## src/rtl/tx_pkg.sv

```systemverilog
// Shared definitions for the TX framing path: state encoding and SIGNAL header layout.
package tx_pkg;

    typedef enum logic [2:0] {
        ST_IDLE = 3'd0,
        ST_PRE  = 3'd1,
        ST_HDR  = 3'd2,
        ST_PAY  = 3'd3,
        ST_TAIL = 3'd4
    } tx_state_t;

    // SIGNAL header geometry
    localparam int unsigned HDR_LEN  = 24;
    localparam int unsigned RATE_LSB = 0;
    localparam int unsigned LEN_LSB  = 5;
    localparam int unsigned PAR_BIT  = 17;

    // Default number of zero tail bits closing a frame
    localparam int unsigned TAIL_LEN_DEF = 6;

endpackage

```

## src/rtl/tx_hdr_build.sv

```systemverilog
// Combinational SIGNAL header builder: RATE, reserved, LENGTH, even parity, zero tail.
module tx_hdr_build
    import tx_pkg::*;
(
    input  logic [3:0]         rate,
    input  logic [11:0]        length,
    output logic [HDR_LEN-1:0] hdr
);

    logic [PAR_BIT-1:0] fields;

    // Pack the parity-covered fields; the reserved bit stays zero
    always_comb begin
        fields                 = '0;
        fields[RATE_LSB +: 4]  = rate;
        fields[LEN_LSB +: 12]  = length;
    end

    assign hdr = {{(HDR_LEN - PAR_BIT - 1){1'b0}}, ^fields, fields};

endmodule

```

## src/rtl/tx_framer.sv

```systemverilog
// Serial TX frame builder: gated preamble, SIGNAL header, LSB-first payload, zero tail.
module tx_framer
    import tx_pkg::*;
#(
    parameter int unsigned PRE_LEN  = 16,
    parameter int unsigned LEN_W    = 12,
    parameter int unsigned TAIL_LEN = TAIL_LEN_DEF
)(
    input  logic             clk,
    input  logic             reset,
    input  logic             start,
    input  logic [3:0]       rate,
    input  logic [LEN_W-1:0] length,
    input  logic             preamble_bit,
    output logic             preamble_en,
    input  logic [7:0]       data_in,
    input  logic             data_valid,
    output logic             data_ready,
    output logic             bit_out,
    output logic             bit_valid,
    output logic             busy,
    output logic             done,
    output logic             err_underrun
);

    localparam int unsigned MAX_A  = (PRE_LEN > HDR_LEN) ? PRE_LEN : HDR_LEN;
    localparam int unsigned MAX_PH = (MAX_A > TAIL_LEN) ? MAX_A : TAIL_LEN;
    localparam int unsigned CNT_W  = $clog2(MAX_PH + 1);

    tx_state_t          state;
    logic [CNT_W-1:0]   bit_cnt;
    logic [LEN_W-1:0]   byte_cnt;
    logic [LEN_W-1:0]   byte_cnt_nxt;
    logic [LEN_W-1:0]   len_r;
    logic [HDR_LEN-1:0] hdr_word;
    logic [HDR_LEN-1:0] hdr_r;
    logic [6:0]         pay_sh;
    logic               fin;

    logic pre_last, hdr_last, byte_last, tail_last, slot_first, start_ok;

    tx_hdr_build u_hdr (
        .rate   (rate),
        .length (length),
        .hdr    (hdr_word)
    );

    assign pre_last     = (bit_cnt == CNT_W'(PRE_LEN - 1));
    assign hdr_last     = (bit_cnt == CNT_W'(HDR_LEN - 1));
    assign byte_last    = (bit_cnt == CNT_W'(7));
    assign tail_last    = (bit_cnt == CNT_W'(TAIL_LEN - 1));
    assign slot_first   = (bit_cnt == '0);
    assign byte_cnt_nxt = byte_cnt + LEN_W'(1);

    // busy and done are both checked so a start in the done cycle is dropped
    assign start_ok = start && (state == ST_IDLE) && !busy && !done;

    assign preamble_en = (state == ST_PRE);
    assign data_ready  = (state == ST_PAY) && slot_first;

    // Frame FSM with registered serial output; done trails the last tail bit by one cycle via fin
    always_ff @(posedge clk or negedge reset) begin
        if (!reset) begin
            state        <= ST_IDLE;
            bit_cnt      <= '0;
            byte_cnt     <= '0;
            len_r        <= '0;
            hdr_r        <= '0;
            pay_sh       <= '0;
            fin          <= 1'b0;
            bit_out      <= 1'b0;
            bit_valid    <= 1'b0;
            busy         <= 1'b0;
            done         <= 1'b0;
            err_underrun <= 1'b0;
        end else begin
            bit_out      <= 1'b0;
            bit_valid    <= 1'b0;
            err_underrun <= 1'b0;
            fin          <= 1'b0;
            done         <= fin;
            if (fin) begin
                busy <= 1'b0;
            end

            case (state)
                ST_IDLE: begin
                    if (start_ok) begin
                        len_r    <= length;
                        hdr_r    <= hdr_word;
                        bit_cnt  <= '0;
                        byte_cnt <= '0;
                        busy     <= 1'b1;
                        state    <= ST_PRE;
                    end
                end

                ST_PRE: begin
                    bit_out   <= preamble_bit;
                    bit_valid <= 1'b1;
                    if (pre_last) begin
                        bit_cnt <= '0;
                        state   <= ST_HDR;
                    end else begin
                        bit_cnt <= bit_cnt + CNT_W'(1);
                    end
                end

                ST_HDR: begin
                    bit_out   <= hdr_r[0];
                    bit_valid <= 1'b1;
                    hdr_r     <= hdr_r >> 1;
                    if (hdr_last) begin
                        bit_cnt <= '0;
                        state   <= (len_r != '0) ? ST_PAY : ST_TAIL;
                    end else begin
                        bit_cnt <= bit_cnt + CNT_W'(1);
                    end
                end

                ST_PAY: begin
                    if (slot_first) begin
                        if (data_valid) begin
                            bit_out   <= data_in[0];
                            bit_valid <= 1'b1;
                            pay_sh    <= data_in[7:1];
                            bit_cnt   <= bit_cnt + CNT_W'(1);
                        end else begin
                            err_underrun <= 1'b1;
                            busy         <= 1'b0;
                            bit_cnt      <= '0;
                            state        <= ST_IDLE;
                        end
                    end else begin
                        bit_out   <= pay_sh[0];
                        bit_valid <= 1'b1;
                        pay_sh    <= pay_sh >> 1;
                        if (byte_last) begin
                            bit_cnt  <= '0;
                            byte_cnt <= byte_cnt_nxt;
                            if (byte_cnt_nxt == len_r) begin
                                state <= ST_TAIL;
                            end
                        end else begin
                            bit_cnt <= bit_cnt + CNT_W'(1);
                        end
                    end
                end

                ST_TAIL: begin
                    bit_valid <= 1'b1;
                    if (tail_last) begin
                        bit_cnt <= '0;
                        fin     <= 1'b1;
                        state   <= ST_IDLE;
                    end else begin
                        bit_cnt <= bit_cnt + CNT_W'(1);
                    end
                end

                default: begin
                    state <= ST_IDLE;
                end
            endcase
        end
    end

endmodule

```

## config.mk

```make
export PLATFORM = sky130hd
export DESIGN_NAME = tx_framer
export DESIGN_NICKNAME = d
export VERILOG_FILES = /design/src/rtl/tx_pkg.sv /design/src/rtl/tx_hdr_build.sv /design/src/rtl/tx_framer.sv
export SDC_FILE = /design/constraint.sdc
export NUM_CORES = 1
export LEC_CHECK = 0
export ABC_AREA = 1
export CAP_MARGIN = 20
export CORE_MARGIN = 1
export CORE_UTILIZATION = 50
export DETAILED_ROUTE_END_ITERATION = 7
export PLACE_DENSITY = 0.73
export SYNTH_ARGS = -nofsm -noshare
export SYNTH_HDL_FRONTEND = slang
export SYNTH_HIERARCHICAL = 1
export SYNTH_SLANG_ARGS = --single-unit
```

## constraint.sdc

```tcl
create_clock -name clk -period 1.8 [get_ports clk]
set_input_delay 0.27 -clock clk [delete_from_list [all_inputs] [get_ports clk]]
set_output_delay 0.27 -clock clk [all_outputs]
set_load 0.02 [all_outputs]
```

Word-level counts from Yosys, hierarchy flattened. Cells that the tools add are included. Widths: inputs -> output; s select.

Bits in registers: 69. Bits of input ports: 29. Output and inout bits: 7.

Add/subtract/negate cells: 2. Equal/unequal tests: 19. Multiplexer cells: 42. Reduce and logical (&&, ||, !) cells: 20.

Operators with widths (number): $pmux 24 s2 (1); $mux 12 (3); $mux 5 (7); $mux 3 (9); $pmux 5 s5 (1); $mux 24 (1); $pmux 12 s2 (1); $reduce_xor 17->1 (1); $pmux 3 s5 (1); $mux 7 (2); $mux 1 (13); $add 12x1->12 const B (1); $eq 12x12->1 (1); $ne 2x2->1 const B (6); $reduce_bool 12->1 (1); $eq 5x3->1 const B (2); $reduce_and 2->1 (4); $reduce_and 7->1 (1); $eq 3x2->1 const B (2); $ne 3x3->1 const B (2); $add 5x1->5 const B (1); $eq 5x4->1 const B (1); $eq 5x5->1 const B (1); $logic_not 5->1 (1); 13 further kinds (19).

Logic depth before layout (Yosys ltp). Gate-level depths: netlist of the first run.

Depth in word-level cells: 6. Depth in mapped cells: 14.

Cells and area by module. Netlist of the first run, hierarchy kept.

By module, submodules not included: tx_framer (instances 1, cells an instance 482, area each 3742.3 µm², seq. area each 1726.7 µm²); tx_hdr_build (instances 1, cells an instance 83, area each 457.9 µm², seq. area each 0.0 µm²).

Worst setup path before layout of the first run. OpenSTA, ideal clock, no wires.

Kind: reg-to-reg. Start point: reg bit_cnt[0]. End point: reg state[0]. Data arrival time: 1.711 ns. Slack: -0.028 ns. Stages on the path, launching flop included: 13. Clock period less this slack: 1.828 ns. Cell sequence: dfrtp_1 > inv_1 > ha_1 > nand3_4 > buf_6 > nand2_8 > nor2_2 > a211oi_2 > nand2_2 > nor2_4 > nand2_2 > nand2_1 > nand2_1.

Longest elaborated chain between the ends: 3. Elaborated cells on any way between the ends: 14. Classes of those cells: eq/ne: 10; mux: 2; reduce/logical: 2.

Ends and longest elaborated chain: from (decl) (RTL line tx_framer.sv:31) `logic [CNT_W-1:0] bit_cnt;`; from (signal assigned) (RTL line tx_framer.sv:105) `bit_cnt <= bit_cnt + CNT_W'(1);`; from (signal assigned) (RTL line tx_framer.sv:117) `bit_cnt <= bit_cnt + CNT_W'(1);`; from (signal assigned) (RTL line tx_framer.sv:127) `bit_cnt <= bit_cnt + CNT_W'(1);`; $eq 5x3->1 (tied with other cells) (RTL line tx_framer.sv:50) `assign byte_last = (bit_cnt == CNT_W'(7));`; $ne 3x3->1 (no source line) (tied with other cells); $reduce_and 7->1 (no source line) or $pmux 3 s5 (tied branches); to (signal assigned) (RTL line tx_framer.sv:115) `state <= (len_r != '0) ? ST_PAY : ST_TAIL;`; to (decl) (RTL line tx_framer.sv:30) `tx_state_t state;`.

Several ways; a longest one is shown, not always the timed one. A chain may end at the register's enable or synchronous reset.

Worst setup path in the final report of the first run.
Start point: reg byte_cnt[0]. End point: reg state[0].

Longest elaborated chain between the ends: 4.

Ends and longest elaborated chain: from (decl) (RTL line tx_framer.sv:32) `logic [LEN_W-1:0] byte_cnt;`; from (signal assigned) (RTL line tx_framer.sv:140) `byte_cnt <= byte_cnt_nxt;`; $add 12x1->12 (RTL line tx_framer.sv:53) `assign byte_cnt_nxt = byte_cnt + LEN_W'(1);`; $eq 12x12->1 (RTL line tx_framer.sv:141) `if (byte_cnt_nxt == len_r) begin`; $ne 3x2->1 (no source line); $reduce_and 7->1 (no source line).

Every way passes these cells.

==> results of run 1 <==
-- metrics by stage --
step	hold WS (ns)	TNS [ns]
6_report	0.386	-0.182
5_1_grt	0.397	-0.683
4_1_cts	0.395	-0.0545
3_5_place_dp	0.266	-0.321
3_3_place_gp	0.264	-0.0141
2_1_floorplan	-0.0256	0
-- state kept, by name (all words and copies together), names as in the netlist --
register      cells
byte_cnt         12
err_underrun      1
bit_out           1
fin               1
state             3
bit_cnt           5
pay_sh            7
done              1
bit_valid         1
busy              1
hdr_r            24
len_r            12
-- metal layers --
metal	up-vias	GRT usage, %
met5	-	0
met4	0	9.87
met3	15	3.40
met2	101	37.4
met1	1766	31.7
li1	1932	-
-- final cells by class --
class / count / area, um2 / share of cell area [%]
clock buffers: 12 / 135 / 2.64
inverters: 65 / 244 / 4.77
flip-flops and latches: 69 / 1730 / 33.8
multi-input cells: 401 / 2080 / 40.6
well taps: 105 / 131 / 2.57
repair buffers: 83 / 752 / 14.7
clock inverters: 4 / 48.8 / 0.954
-- synthesized netlist by cell type, types with 4 or more instances --
master / number
a31oi_1: 18
buf_2: 4
buf_4: 25
clkbuf_1: 7
dfrtp_1: 69
ha_1: 7
inv_1: 58
inv_2: 7
nand2_1: 164
nand2_2: 8
nand3_1: 42
nand4_1: 7
nor2_1: 53
nor2_4: 6
nor3_1: 22
o21ai_0: 24
o22ai_1: 8
xnor2_1: 5
xor2_1: 4
-- worst max-delay path by stage --
stage | end | from | cells after the start
final | state[0] | byte_cnt[0] | 14
after global routing | state[0] | byte_cnt[0] | 14
after CTS | state[1] | byte_cnt[0] | 14
after detailed placement | state[1] | byte_cnt[0] | 11
after global placement | state[1] | byte_cnt[0] | 11
after floorplan | state[0] | bit_cnt[0] | 12
-- timing repair --
item	CTS	global route
hold buffers	1	0
cloned	0	1
pin swaps	4	7
buffers inserted	0	4
resized for setup	8	13
setup endpoints to repair	6	14
hold endpoints to repair	69	0
-- cell families after synthesis --
logic type	Yosys count
flip-flops	69
AND/OR/NAND/NOR	313
XOR/XNOR	9
buffers and inverters	102
other	1
adder cells (fa/ha/maj)	7
AO/OA/AOI/OAI	64
-- power groups by stage --
stage,combinational [mW],clock [mW],sequential [mW]
after floorplan,2.43,0,2.59
after global placement,3.46,0,2.61
after detailed placement,3.54,0,2.63
after CTS,3.55,1.26,2.60
after global routing,4.18,1.31,2.70
final,3.75,1.23,2.62
==> reports/qor.yml, run 1 <==
power_and_ir_drop:
  pwr-share-clk_pct: 16.2
  power_per_cell_area_nw_per_um2: 1490
  ir_worst_vdd_v: 0.000803
  sw_frac_of_total_pct: 42.3
  power_frac_comb_pct: 49.3
  finalPower_mw: 7.60
  p_sw_mw: 3.22
  leakagePower_nw: 2.42
  seqPwrFrac_pct: 34.5
  power.internal_mw: 4.39
setup_path:
  cp_data_arrival_time_ns: 2.12
  rr_endpoint: "state[0]"
  cpPeakStageDelay_ns: 0.41
  rr_startpoint: "byte_cnt[0]"
  path_class: "reg2reg"
  slowest_stage: "dfrtp_1"
  ff2ff_setup_slack_ns: -0.08
  cp.required_ns: 2.04
  cpMostUsedCell: "nand2_1"
  path_cells: "ha_2, inv_1, nor2_4, nand2_1, nand2_1, nand3_1, nand2_1, nand2_1, nor2_1, nand2_1, o21ai_4, nand2_2, nand2_1, nand2_1"
  path_max_fanout: 5
  crit_buf_inv: 1
  endpoint_kind: "flop"
  critPathLaunchType: "flop"
  rr_worst_depth: 14
  cp_top_family: "simple AND/OR/NAND/NOR gates"
sta:
  hold_violations: 0
  setup_slack_ns: -0.0807
  fin_crit_ns: 1.88
  fmax_ghz: 0.532
  rsz0062_at_grt: "yes"
  slew_viol_final: 0
  setup_viol: 3
  fin_crit_sh_pct: 104
  clock_skew_ns: 0.0119
die:
  coreArea_um2: 8180
  ios: 36
  die_h_um: 93.7
  fp.dieW_um: 93.7
  core.rowCount: 33
  start_util_pct: 51.4
  die_area_um2: 8770
drt:
  highest_layer: "met4"
  wl_met2_um: 4680
  detail-route-antenna-nets: 0
  vias: 3814
  route.met3.wl_um: 429
  wl_um: 9690
  wl_met1_um: 4430
  first_pass_iters: 7
  viasPerCell: 5.16
  wl_per_cell_um: 13.1
  drc: 0
  drt_iter0_drc: 240
finish:
  final_area_um2: 5110
  nNetsFinal: 665
  antenna_cells: 0
  drive_gt1_share_pct: 16.9
  fillCellCount: 724
  instances_no_fill: 739
  final_common_cell: "nand2_1"
  postLayoutCoreUtil_pct: 62.6
  final_cell_mix: "nand2_1, dfrtp_1, inv_1"
  area_delta_synth_final_pct: 21.8
place:
  dp_cells: 717
  dpl_worst_slack_ns: -0.0794
  hpwl_um: 7170
  place_area_um2: 4830
  port_buffers: 35
  gp_congestion: 0.931
job:
  cap_viol_max_count: 0
clock_network:
  cts_buffers: 9
  htree_levels: 3
  clkTransAtPathRegs_ns: 0.08
  cts_sinks: 69
  clk_path_buf_depth: 2
  cts_tree: "yes"
  clkLatencyLatePin_ns: 0.35
  cts_root_buffer: "clkbuf_8"
yosys:
  yosys-top-cells-area: "dfrtp_1, nand2_1, inv_1, nand3_1, nor2_1"
  synth_top_area_share_pct: 41.1
  synthSimpleGateAreaFrac_pct: 33.8
  yosysSeqAreaShare_pct: 41.1
  synth_cells: 565
  ys.flop_type: "dfrtp_1"
  async_reset_ff_share_pct: 100
  netlist.top_cell.by_area: "dfrtp_1"
  ys_ff_latch: 69
  syn_area_um2: 4200
  synth_warnings: 6
  synth_edf_count: 0
  synthMuxAreaShare_pct: 0
  avgSynthCellArea_um2: 7.43
  synthXorXnorAreaFrac_pct: 1.88
  synth_compound_area_share_pct: 9.44
  ys_types: 39
  synth_top_family_by_area: "simple AND/OR/NAND/NOR gates"
  synthAdderAreaFrac_pct: 2.09
worst_hold_path:
  whs_path_depth: 0
  min_from: "fin"
  min_to: "done"
  hp-class: "reg2reg"
global_route:
  grt_max_degree: 47
  antenna_found_initial: 0
  grt_overflow_total: 0
  grt_pass1_vias: 3435
  grtUsageTotal_pct: 23.4
  grt_pass1_wl_um: 15800
run_status:
  status: "complete, but fails checks"
  violations: "negative setup slack"
Power figures use the tool's default switching activity.
==> run 2: changes to the inputs <==
- CELL_PAD_IN_SITES_DETAIL_PLACEMENT: not set -> 0
- CELL_PAD_IN_SITES_GLOBAL_PLACEMENT: not set -> 1
- CORE_UTILIZATION: 50 -> 39
- PLACE_DENSITY: 0.73 -> not set
- PLACE_DENSITY_LB_ADDON: not set -> 0.1
- SETUP_SLACK_MARGIN: not set -> 0.15
- SKIP_LAST_GASP: not set -> 1
==> run 2 against run 1 <==
  * The flow still finishes with violations (negative setup slack)
  * Non-clock buffer count rose by 17
  * Flip-flop and latch count unchanged
  * Via count shrank 0.16%
  * Global-route usage decreased by 3.2 points
  * Combinational power is 13% higher
  * Cell area increased by 7.6%
  * Worst hold slack improved by 0.010 ns
  * Critical path type unchanged
==> reports/qor.yml, run 2 (synthesis gave the netlist of run 1 again) <==
run_status:
  status: "complete, but fails checks"
  violations: "negative setup slack"
drt:
  drc: 0  # unchanged
  first_pass_iters: 4  # -3
  detail-route-antenna-nets: 0  # unchanged
  vias: 3808  # -0.16%
  wl_um: 10700  # +11%
  wl_per_cell_um: 13.6  # +3.9%
  viasPerCell: 4.84  # -6.2%
  drt_iter0_drc: 152  # -37%
sta:
  setup_slack_ns: -0.0405  # +0.0402 ns
  fin_crit_sh_pct: 102  # -2.2 points
  slew_viol_final: 0  # unchanged
  fin_crit_ns: 1.84  # -0.0402 ns
  rsz0062_at_grt: "yes"
  setup_viol: 2  # -1
  hold_violations: 0  # unchanged
  fmax_ghz: 0.543  # +2.2%
  clock_skew_ns: 0.0111  # -0.000722 ns
place:
  hpwl_um: 7530  # +5.0%
  gp_congestion: 0.823  # -12%
  port_buffers: 35  # unchanged
  place_area_um2: 4900  # +1.5%
global_route:
  antenna_found_initial: 0  # unchanged
  grt_max_degree: 70  # +49%
  grt_overflow_total: 0  # unchanged
  grtUsageTotal_pct: 20.2  # -3.2 points
  grt_pass1_vias: 3653  # +6.3%
  grt_pass1_wl_um: 17700  # +12%
clock_network:
  cts_tree: "yes"
  cts_buffers: 9  # unchanged
  clkTransAtPathRegs_ns: 0.08  # about the same
  clk_path_buf_depth: 2  # unchanged
  cts_root_buffer: "clkbuf_8"
  cts_sinks: 69  # unchanged
  clkLatencyLatePin_ns: 0.36  # about the same
  htree_levels: 3  # unchanged
die:
  ios: 36  # unchanged
  fp.dieW_um: 106  # +13%
  coreArea_um2: 10400  # +27%
  die_h_um: 106  # +13%
  core.rowCount: 37  # +12%
  die_area_um2: 11200  # +28%
  start_util_pct: 40.5  # -11 points
finish:
  final_area_um2: 5500  # +7.6%
  max_flop_register: "hdr_r"
  regArea_um2: 1740  # +0.51%
  final_common_cell: "nand2_1"
  area_delta_synth_final_pct: 31.0
  nNetsFinal: 682  # +2.6%
  antenna_cells: 0  # unchanged
  multi_input_area_um2: 2210  # +6.4%
  largest_register_ffs: 24  # unchanged
  final_cell_mix: "nand2_1, dfrtp_1, inv_1"
  drive_gt1_share_pct: 23.8  # +6.9 points
  fillCellCount: 1028  # +42%
  reg_top3: "hdr_r x24, byte_cnt x12, len_r x12"
power_and_ir_drop:
  leakagePower_nw: 2.54  # +5.0%
  ir_worst_vdd_v: 0.000816  # +1.6%
  finalPower_mw: 8.38  # +10%
  power_per_cell_area_nw_per_um2: 1520  # +2.5%
setup_path:
  rr_startpoint: "byte_cnt[0]"
  critPathLaunchType: "flop"
  cp_data_arrival_time_ns: 2.09  # -0.03 ns
  endpoint_kind: "flop"
  rr_endpoint: "state[1]"
  rr_worst_depth: 11  # -3
  path_max_fanout: 5  # unchanged
  cp.required_ns: 2.05  # about the same
  ff2ff_setup_slack_ns: -0.04  # +0.04 ns
  path_class: "reg2reg"
worst_hold_path:
  hp-class: "reg2reg"
  min_to: "done"
  min_from: "fin"
  whs_path_depth: 0  # unchanged
job:
  cap_viol_max_count: 0  # unchanged
## run 2: critical path, cell delays in order (launching register included)
cell,delay (ns)
dfrtp_2,0.47
ha_4,0.29
xnor2_1,0.10
nand2_1,0.06
nor2_1,0.09
nand3_1,0.08
nor2_2,0.13
nand3_2,0.11
o21ai_4,0.20
nand2_2,0.07
nand2_1,0.07
nand2_1,0.05
## run 2: through the flow
stage | TNS, ns | hold WS (ns) | std cells | setup WS (ns) | utilization (%)
2_1_floorplan | 0 | -0.0256 | 571 | 0.126 | -
6_report | -0.0752 | 0.395 | 787 | -0.0405 | 53.1
3_5_place_dp | -0.0900 | 0.336 | 751 | -0.0477 | 47.3
5_1_grt | -0.385 | 0.427 | 787 | -0.158 | 53.1
3_3_place_gp | -0.0164 | 0.333 | 751 | -0.00749 | 47.3
4_1_cts | -0.0149 | 0.400 | 776 | -0.00960 | 50.9
## run 2: layout make-up
class | count | area share, %
multi-input combinational | 401 | 40.2
sequential | 69 | 31.5
inverter | 65 | 4.62
clock buffer | 10 | 2.50
clock inverter | 6 | 1.71
timing repair buffer | 100 | 16.4
tap | 136 | 3.09
## run 2: repair_timing
| item | in CTS | in global routing |
|---|---|---|
| hold buffers | 1 | 0 |
| setup buffers | 7 | 10 |
| resized for setup | 27 | 47 |
| gates cloned | 1 | 1 |
| endpoints found under the hold margin | 69 | 0 |
| endpoints found under the setup margin | 22 | 45 |
| pin swaps | 5 | 7 |
## run 2: routing by layer
layer  global-route usage (%)  part of all wire, %
met2                     33.6                   47
met5                        0                    0
met3                     4.76                  3.2
met1                     26.2                   48
met4                     5.65                  1.5
## run 2: report_power, final
| group | switching, mW | leakage, nW | internal, mW | total [mW] |
|---|---|---|---|---|
| Sequential | 0.478 | 0.828 | 2.20 | 2.67 |
| Clock | 0.659 | 0.113 | 0.830 | 1.49 |
| Combinational | 2.37 | 1.60 | 1.85 | 4.22 |
| Total | 3.51 | 2.54 | 4.88 | 8.38 |
## run 2: worst max-delay path by stage
stage | start | endpoint | slack (ns) | cells after the start
6_report | byte_cnt[0] | state[1] | -0.04 | 11
5_1_grt | byte_cnt[0] | state[1] | -0.16 | 14
4_1_cts | bit_cnt[0] | data_ready | -0.01 | 5
3_5_place_dp | byte_cnt[0] | state[1] | -0.05 | 13
3_3_place_gp | byte_cnt[1] | state[0] | -0.007 | 11
2_1_floorplan | bit_cnt[0] | state[0] | 0.13 | 12
==> run 3: changes to the inputs <==
- CORE_UTILIZATION: 39 -> 25
- SYNTH_HIERARCHICAL: 1 -> not set
==> run 3 against run 2 <==
  * The run now ends clean
  * Total power up 0.95%
  * Routed wire length down 5.0%
  * Clock skew down 0.0050 ns
  * Non-clock buffer count down 3
  * Utilization down 15 points
  * Sequential power down 5%
  * Cell area down 7.4%
  * Critical path type unchanged
  * Largest cell class unchanged
==> reports/qor.yml, run 3 <==
sta:
  hold_violations: 0  # unchanged
  max-slew-margin-rel_pct: 73.4
  setup_viol: 0  # -2
  fmax_ghz: 0.565  # +4.0%
  rsz0062_at_grt: "yes"
  fin_crit_sh_pct: 98.3  # -3.9 points
  holdWs_ns: 0.393  # -0.00233 ns
  slew_viol_final: 0  # unchanged
  worst_pin_slew_ns: 0.396
  fin_crit_ns: 1.77  # -0.0703 ns
  clock_skew_ns: 0.00612  # -0.00501 ns
die:
  ios: 36  # unchanged
  core.rowCount: 42  # +14%
  die_h_um: 119  # +13%
  die_area_um2: 14300  # +28%
  start_util_pct: 25.9  # -15 points
  fp.dieW_um: 119  # +13%
  coreArea_um2: 13300  # +29%
yosys:
  ys_ff_latch: 63  # -8.7%
  syn_area_um2: 3450  # -18%
  netlist.top_cell.by_area: "dfrtp_1"
  ys_types: 38  # -2.6%
  ys.flop_type: "dfrtp_1"
  synth.most_common_cell: "nand2_1"
  yosys-top-cells-area: "dfrtp_1, nand2_1, nand3_1, inv_1, xnor2_1"
  avgSynthCellArea_um2: 7.90  # +6.2%
  synth_edf_count: 0  # unchanged
  synth_warnings: 0  # -6
  async_reset_ff_share_pct: 100  # unchanged
  yosysSeqAreaShare_pct: 45.7  # +4.6 points
  synth_top_area_share_pct: 45.7  # +4.6 points
  yosys-top-cells-count: "nand2_1, dfrtp_1, inv_1, nand3_1, nor2_1"
  syn-num-nets: 473
  synth_cells: 437  # -23%
power_and_ir_drop:
  power_per_cell_area_nw_per_um2: 1660  # +9.0%
  ir_worst_vdd_v: 0.000592  # -28%
  finalPower_mw: 8.46  # +0.95%
  leakagePower_nw: 2.38  # -6.0%
clock_network:
  cts_tree: "yes"
  cts_root_buffer: "clkbuf_16"
  clk_path_buf_depth: 2  # unchanged
  cts_buffers: 9  # unchanged
  clkLatencyLatePin_ns: 0.34  # -0.02 ns
  cts_sinks: 63  # -8.7%
  htree_levels: 3  # unchanged
  clkTransAtPathRegs_ns: 0.05  # -0.03 ns
drt:
  first_pass_iters: 4  # unchanged
  drt_iter0_drc: 91  # -40%
  detail-route-antenna-nets: 0  # unchanged
  drc: 0  # unchanged
  viasPerCell: 4.50  # -6.9%
  wl_per_cell_um: 14.2  # +4.2%
  vias: 3233  # -15%
  wl_um: 10200  # -5.0%
global_route:
  grt_pass1_wl_um: 16500  # -6.8%
  grt_max_degree: 64  # -8.6%
  grtUsageTotal_pct: 15.2  # -5.0 points
  grt_overflow_total: 0  # unchanged
  antenna_found_initial: 0  # unchanged
  grt_pass1_vias: 3183  # -13%
worst_hold_path:
  min_from: "fin"
  whs_path_depth: 0  # unchanged
  hp-class: "reg2reg"
  min_to: "done"
finish:
  nNetsFinal: 573  # -16%
  postLayoutCoreUtil_pct: 38.2  # -15 points
  largest_register_ffs: 18  # -25%
  max_flop_register: "hdr_r"
  reg_top3: "hdr_r x18, byte_cnt x12, len_r x12"
  final_common_cell: "nand2_1"
  final_cell_mix: "nand2_1, dfrtp_1, buf_4"
  fillCellCount: 1425  # +39%
  area_delta_synth_final_pct: 47.7
  antenna_cells: 0  # unchanged
  final_area_um2: 5100  # -7.4%
  drive_gt1_share_pct: 28.2  # +4.4 points
place:
  gp_congestion: 0.755  # -8.3%
  port_buffers: 35  # unchanged
  place_area_um2: 4360  # -11%
  hpwl_um: 7240  # -3.9%
setup_path:
  path_max_fanout: 9  # +4
  cp.required_ns: 2.02  # -0.03 ns
  path_class: "reg2reg"
  cp_data_arrival_time_ns: 1.99  # -0.10 ns
  rr_worst_depth: 14  # +3
  critPathLaunchType: "flop"
  rr_startpoint: "byte_cnt[0]"
  endpoint_kind: "flop"
  ff2ff_setup_slack_ns: 0.03  # +0.07 ns
  rr_endpoint: "state[1]"
job:
  cap_viol_max_count: 0  # unchanged
run_status:
  status: "completed"
run 3: changes by cell type in the layout (fill, tap and decap cells not counted), sizes merged, moves of 3 or more:
| cell | change |
|---|---|
| a31oi | -11 |
| o21ai | -7 |
| nor3 | -22 |
| clkbuf | +3 |
| inv | -16 |
| conb | -7 |
| xnor2 | +8 |
| nand2 | -30 |
| buf | -3 |
| nand3 | +5 |
| dfrtp | -6 |
| nor2 | -30 |
| xor2 | +4 |
run 3: where the power goes:
| part | switching, mW | total (mW) | internal [mW] |
|---|---|---|---|
| combinational | 2.26 | 4.13 | 1.87 |
| sequential | 0.495 | 2.53 | 2.03 |
| clock | 0.630 | 1.81 | 1.18 |
run 3: metal layers:
metal | wire, um | global-route usage [%] | vias to the layer above | part of all wire, %
li1 | - | - | 1631 | -
met1 | 5080 | 21.2 | 1533 | 50
met2 | 4560 | 22.5 | 52 | 45
met3 | 318 | 2.87 | 17 | 3.1
met4 | 228 | 7.03 | 0 | 2.2
met5 | 0 | 0 | - | 0
run 3: critical path, stage by stage (launching register included):
cell,delay (ns)
dfrtp_2,0.47
nand2_2,0.11
nor2_4,0.05
buf_12,0.13
buf_4,0.13
nand4_1,0.11
nand3_1,0.09
nand2_1,0.07
nand2_1,0.07
nor2_1,0.09
nand2_1,0.08
nand2_2,0.10
nand2_2,0.06
nand2_1,0.06
nand2_1,0.04
run 3: kinds of logic after synthesis:
group           Yosys count  share of synthesized area, %
simple gates            238                          30.9
flops                    63                          45.7
buf+inv                  60                          6.92
compound gates           48                          8.67
xor+xnor                 21                          5.33
fa+ha+maj                 7                          2.54
run 3: layout make-up:
cell class                 instances  area, um2  area share [%]
multi-input combinational        315       1910            37.4
sequential                        63       1580            31.1
timing repair buffer              97        878            17.2
clock buffer                      13        270            5.30
tap                              176        220            4.32
inverter                          51        196            3.85
clock inverter                     3       40.0           0.786
run 3: what timing repair did:
item	4_1_cts	5_1_grt
pin swaps	11	19
endpoints found under the hold margin	63	0
buffers inserted	11	9
hold buffers	1	0
resized for setup	26	57
setup endpoints to repair	35	50
gates cloned	1	0
run 3: stage by stage:
stage / instances / worst slack (ns) / TNS [ns]
2_1_floorplan: 437 / 0.158 / 0
3_3_place_gp: 680 / -0.0281 / -0.101
3_5_place_dp: 680 / -0.0251 / -0.0855
4_1_cts: 709 / 0.0343 / 0
5_1_grt: 718 / -0.143 / -0.324
6_report: 718 / 0.0298 / 0
run 3: worst max-delay path by stage:
stage	start	endpoint	slack, ns	cells after the start
global route	byte_cnt[0]	state[0]	-0.14	15
CTS	byte_cnt[1]	state[0]	0.03	14
floorplan	bit_cnt[0]	state[1]	0.16	12
global placement	start	hdr_r[16]	-0.03	9
finish	byte_cnt[0]	state[1]	0.03	14
detailed placement	byte_cnt[0]	state[0]	-0.03	13
